[src/rtl/ks_adder_pkg.sv]
// Shared definitions for the sequential multi-precision adder: FSM encoding
// and helpers for sizing the word index.
package ks_adder_pkg;

  typedef enum logic [1:0] {
    ST_IDLE = 2'd0,
    ST_RUN  = 2'd1,
    ST_DONE = 2'd2
  } ks_state_e;

  localparam int KS_ADDER_W = 64;

  // Word index width; never below one bit so the index register always exists.
  function automatic int idx_width(input int words);
    return (words > 1) ? $clog2(words) : 1;
  endfunction

endpackage

[src/rtl/ks_adder_64.sv]
// Kogge-Stone parallel-prefix adder, one word wide, with carry in/out.
// Carry-in is folded into bit 0's generate so the prefix tree yields all carries.
module ks_adder_64 #(
  parameter int WIDTH = 64
) (
  input  logic [WIDTH-1:0] a_i,
  input  logic [WIDTH-1:0] b_i,
  input  logic             cin_i,
  output logic [WIDTH-1:0] sum_o,
  output logic             cout_o
);

  localparam int LVL = $clog2(WIDTH);

  logic [WIDTH-1:0] p_bit;
  logic [WIDTH-1:0] g_lvl [LVL+1];
  logic [WIDTH-1:0] p_lvl [LVL+1];

  assign p_bit = a_i ^ b_i;

  always_comb begin
    g_lvl[0]    = a_i & b_i;
    p_lvl[0]    = p_bit;
    g_lvl[0][0] = (a_i[0] & b_i[0]) | (p_bit[0] & cin_i);
    for (int l = 0; l < LVL; l++) begin
      // Shifted-in zeros leave already-resolved low bits untouched.
      g_lvl[l+1] = g_lvl[l] | (p_lvl[l] & (g_lvl[l] << (1 << l)));
      p_lvl[l+1] = p_lvl[l] & (p_lvl[l] << (1 << l));
    end
  end

  assign sum_o  = p_bit ^ {g_lvl[LVL][WIDTH-2:0], cin_i};
  assign cout_o = g_lvl[LVL][WIDTH-1];

endmodule

[src/rtl/ks_mpadd_seq.sv]
// Sequential multi-precision adder: one word per cycle through a single
// Kogge-Stone adder. Define KS_MPADD_SUB_EN to build in A-B support.
module ks_mpadd_seq
  import ks_adder_pkg::*;
#(
  parameter int WIDTH = 64,
  parameter int WORDS = 4
) (
  input  logic                   clk,
  input  logic                   rst,
  input  logic                   in_valid,
  output logic                   in_ready,
  input  logic [WIDTH*WORDS-1:0] a,
  input  logic [WIDTH*WORDS-1:0] b,
  input  logic                   cin,
  input  logic                   sub,
  output logic                   out_valid,
  input  logic                   out_ready,
  output logic [WIDTH*WORDS-1:0] sum,
  output logic                   cout,
  output logic                   busy
);

  localparam int IDX_W = idx_width(WORDS);
  localparam logic [IDX_W-1:0] IDX_LAST = IDX_W'(WORDS - 1);

  ks_state_e              state_q;
  logic [IDX_W-1:0]       idx_q;
  logic                   carry_q;
  logic [WIDTH*WORDS-1:0] a_q;
  logic [WIDTH*WORDS-1:0] b_q;
  logic [WIDTH*WORDS-1:0] sum_q;
  logic                   cout_q;
  logic                   out_valid_q;

  logic [WIDTH-1:0]       a_word_d;
  logic [WIDTH-1:0]       b_word_d;
  logic [WIDTH-1:0]       add_sum_d;
  logic                   add_cout_d;
  logic [WIDTH*WORDS-1:0] b_load_d;
  logic                   carry_load_d;

  assign a_word_d = a_q[int'(idx_q)*WIDTH +: WIDTH];
  assign b_word_d = b_q[int'(idx_q)*WIDTH +: WIDTH];

`ifdef KS_MPADD_SUB_EN
  // Two's-complement subtract: invert B once at accept and inject the +1 as carry.
  assign b_load_d     = sub ? ~b : b;
  assign carry_load_d = sub ? 1'b1 : cin;
`else
  logic unused_sub;
  assign unused_sub   = sub;
  assign b_load_d     = b;
  assign carry_load_d = cin;
`endif

  ks_adder_64 #(
    .WIDTH (WIDTH)
  ) u_adder (
    .a_i    (a_word_d),
    .b_i    (b_word_d),
    .cin_i  (carry_q),
    .sum_o  (add_sum_d),
    .cout_o (add_cout_d)
  );

  always_ff @(posedge clk) begin
    if (rst) begin
      state_q     <= ST_IDLE;
      idx_q       <= '0;
      carry_q     <= 1'b0;
      a_q         <= '0;
      b_q         <= '0;
      sum_q       <= '0;
      cout_q      <= 1'b0;
      out_valid_q <= 1'b0;
    end else begin
      case (state_q)
        ST_IDLE: begin
          if (in_valid) begin
            a_q     <= a;
            b_q     <= b_load_d;
            carry_q <= carry_load_d;
            idx_q   <= '0;
            state_q <= ST_RUN;
          end
        end
        ST_RUN: begin
          sum_q[int'(idx_q)*WIDTH +: WIDTH] <= add_sum_d;
          carry_q <= add_cout_d;
          if (idx_q == IDX_LAST) begin
            cout_q      <= add_cout_d;
            out_valid_q <= 1'b1;
            idx_q       <= '0;
            state_q     <= ST_DONE;
          end else begin
            idx_q <= idx_q + 1'b1;
          end
        end
        ST_DONE: begin
          if (out_ready) begin
            out_valid_q <= 1'b0;
            state_q     <= ST_IDLE;
          end
        end
        default: begin
          out_valid_q <= 1'b0;
          state_q     <= ST_IDLE;
        end
      endcase
    end
  end

  assign in_ready  = (state_q == ST_IDLE);
  assign busy      = (state_q == ST_RUN);
  assign out_valid = out_valid_q;
  assign sum       = sum_q;
  assign cout      = cout_q;

endmodule
[config.mk]
export PLATFORM = sky130hd
export DESIGN_NAME = ks_mpadd_seq
export DESIGN_NICKNAME = d
export VERILOG_FILES = /design/src/rtl/ks_adder_pkg.sv /design/src/rtl/ks_adder_64.sv /design/src/rtl/ks_mpadd_seq.sv
export SDC_FILE = /design/constraint.sdc
export NUM_CORES = 2
export LEC_CHECK = 0
export CAP_MARGIN = 20
export CORE_AREA = 2 2 300 302
export CTS_CLUSTER_SIZE = 20
export DETAILED_ROUTE_END_ITERATION = 16
export DIE_AREA = 0 0 302 304
export HOLD_SLACK_MARGIN = 0.08
export SYNTH_ARGS = -nofsm -noshare
export SYNTH_HDL_FRONTEND = slang
export SYNTH_SLANG_ARGS = --single-unit
[constraint.sdc]
create_clock -name clk -period 6.4 [get_ports clk]
set_input_delay 0.64 -clock clk [delete_from_list [all_inputs] [get_ports clk]]
set_output_delay 0.64 -clock clk [all_outputs]
set_load 0.02 [all_outputs]
==> flow_metrics.tcl <==
set metrics [dict create \
    drtPass1Iterations 6 \
    crit_type "reg2reg" \
    layout_common_cells "1096 x nand2_1, 775 x clkdlybuf4s50_1, 773 x dfxtp_1, 600 x a21oi_1, 154 x nor2_1" \
    regArea_um2 15500 \
    leakagePower_nw 16.5 \
    place_ws_ns 0.411 \
    r2r-end "sum[63]" \
    crit_top_cell "nor2_1" \
    core_area_um2 89000 \
    postSynthCellCount 3734 \
    die_y_um 304 \
    synth_nets 4323 \
    grt_pass1_vias 28369 \
    ir_drop_uv 179 \
    cts_tree "built" \
    placed_cell_area_um2 41500 \
    fin_ws_ns 0.691 \
    grt_setup_unrepaired "no" \
    grt_max_degree 212 \
    critPathRequiredTime_ns 6.94 \
    nets 4940 \
    p_per_area_nw_per_um2 271 \
    max_stage_delay_ns 0.86 \
    path_max_fanout 42 \
    crit_chain "buf_12 > mux4_2 > ha_1 > nand2_1 > nor2_1 > nor4bb_1 > o21ai_0 > a31oi_1 > mux2i_1 > nor2_1 > a221o_1" \
    clock_skew_ns 0.0236 \
    dr.first_iter.drc_count 2528 \
    worst_slew_pin_slew_ns 1.19 \
    hold-path-cell-count 2 \
    overflow 0 \
    dp_hpwl_mm 90.9 \
    grt_pass1_wl_mm 182 \
    syn_to_final_growth_pct 36.1 \
    cts-buffers-inserted 88 \
    async_flop_share 0 \
    synth_edf_count 0 \
    port_buffers 776 \
    fmax_mhz 175 \
    wire_per_inst_um 22.1 \
    rows 110 \
    relSlewSlack 0.203 \
    route.detailed.drc 0 \
    yosysWarnings 0 \
    die_area_um2 91800 \
    crit_path_start_kind "register" \
    die_w_um 302 \
    period_minus_slack_ns 5.71 \
    final_common_cell "nand2_1" \
    r2r_setup_slack_ns 0.69 \
    io_pins 778 \
    antenna_found_initial 39 \
    syn-cell-area_um2 32800 \
    totalWireLength_mm 124 \
    tns_ns 0 \
    ant_nets 0 \
    ys_seq_elements 775 \
    crit_slowest_cell "dfxtp_4" \
    finalHoldViolations 0 \
    stdcell_area_um2 44600 \
    status "finished clean" \
    reg2reg_from "idx_q[1]" \
    clock-sinks 775 \
    drive_gt1_frac 0.0780 \
    min_path_type "reg2reg" \
    synth_ff_type "dfxtp_1" \
    multiInputGateArea_um2 16200 \
    cts_hold_buf 0 \
    cts-root-buf "clkbuf_16" \
    path_clk_slew_ns 0.06 \
    drv_slew 0 \
    crit_path_end_kind "register" \
    fin_cells 5630 \
    cts_buffer_depth 3 \
    fin_hold_ws_ns 0.451 \
    gp_congestion 0.866 \
    num_vias 29880 \
    worstSkewPairLatency_ns 0.66 \
    grt_usage 0.262 \
    yosysUniqueCellTypes 69 \
    synth_seq_area_share 0.474 \
    hold_end "b_q[10]" \
    num-fill-cells 8514 \
    dp_cells 5436 \
    ctsResizeCount 0 \
    hp-start "b_q[10]" \
    maxCapViolations 0 \
    fin_crit_sh 0.892 \
    viasPerCell 5.31 \
    setup_viol 0 \
    start_util 0.368 \
    synth.avg_cell_area_um2 8.77 \
    reg2reg_depth 11 \
    post_cts_buffers 0 \
    htree_levels 3 \
    critPathArrivalTime_ns 6.25 \
]
==> layout make-up <==
class / instances / share of cell area
multi-input combinational: 2650 / 0.363
sequential: 775 / 0.348
timing repair buffer: 817 / 0.185
clock buffer: 127 / 0.0584
tap: 1176 / 0.0330
clock inverter: 36 / 0.00920
antenna: 30 / 0.00168
inverter: 19 / 0.00160
==> synthesized netlist by cell type, types with 19 or more instances <==
library cell,instances,area share
buf_1,21,0.0024
xnor2_1,35,0.0094
nand4_1,25,0.0048
clkbuf_1,250,0.029
a22oi_1,108,0.025
dfxtp_1,775,0.47
xor2_1,22,0.0059
a21oi_1,604,0.092
a21o_1,35,0.0080
mux4_2,128,0.088
nor2_1,155,0.018
nand2_1,1097,0.13
o21ai_0,51,0.0078
ha_1,69,0.026
inv_1,19,0.0022
a22o_1,136,0.036
==> power breakdown <==
part | internal, mW | switching (mW) | total (mW)
logic | 0.704 | 0.988 | 1.69
clock network | 3.09 | 2.14 | 5.24
registers | 5.03 | 0.120 | 5.15
==> flip-flops by register name (all words and copies together) (netlist names) <==
name / count
out_valid: 1
carry_q: 1
a_q: 256
cout: 1
b_q: 256
idx_q: 2
sum: 256
state_q: 2
==> stage by stage <==
stage                util  total power [mW]
floorplan               -              6.11
global placement    0.465              6.93
detailed placement  0.466              6.94
CTS                 0.500              12.2
global route        0.501              12.5
finish              0.501              12.1
==> critical path: cells and delay by family, from the launching register on <==
kind | cells | cell delay [ns]
simple gates | 4 | 1.42
compound gates | 3 | 1.33
mux | 2 | 1.03
flops | 1 | 0.86
fa+ha+maj | 1 | 0.44
buf+inv | 1 | 0.36
==> layer usage <==
layer,GRT usage,share of wire,up-vias
met5,0,0.00087,-
met4,0.109,0.032,18
met3,0.0541,0.071,194
met2,0.414,0.46,1043
met1,0.348,0.43,14324
li1,-,-,14301
==> cells by family after synthesis <==
kind of cell / share of synthesized area
adders and majority gates: 0.0276
muxes: 0.0889
DFF: 0.474
AOI/OAI and AO/OA: 0.195
and+or+nand+nor: 0.164
buffers and inverters: 0.0363
xor gates and xnor gates: 0.0152
==> worst max-delay path by stage <==
stage | from | end | slack, ns | cells past startpoint
3_3_place_gp | idx_q[1] | sum[63] | 0.44 | 11
4_1_cts | idx_q[1] | sum[63] | 0.40 | 11
3_5_place_dp | idx_q[1] | sum[63] | 0.41 | 11
6_report | idx_q[1] | sum[63] | 0.69 | 11
5_1_grt | idx_q[1] | sum[63] | 0.15 | 11
2_1_floorplan | idx_q[0] | carry_q | 1.72 | 15
Note: power is estimated with default switching activity, not from simulation.
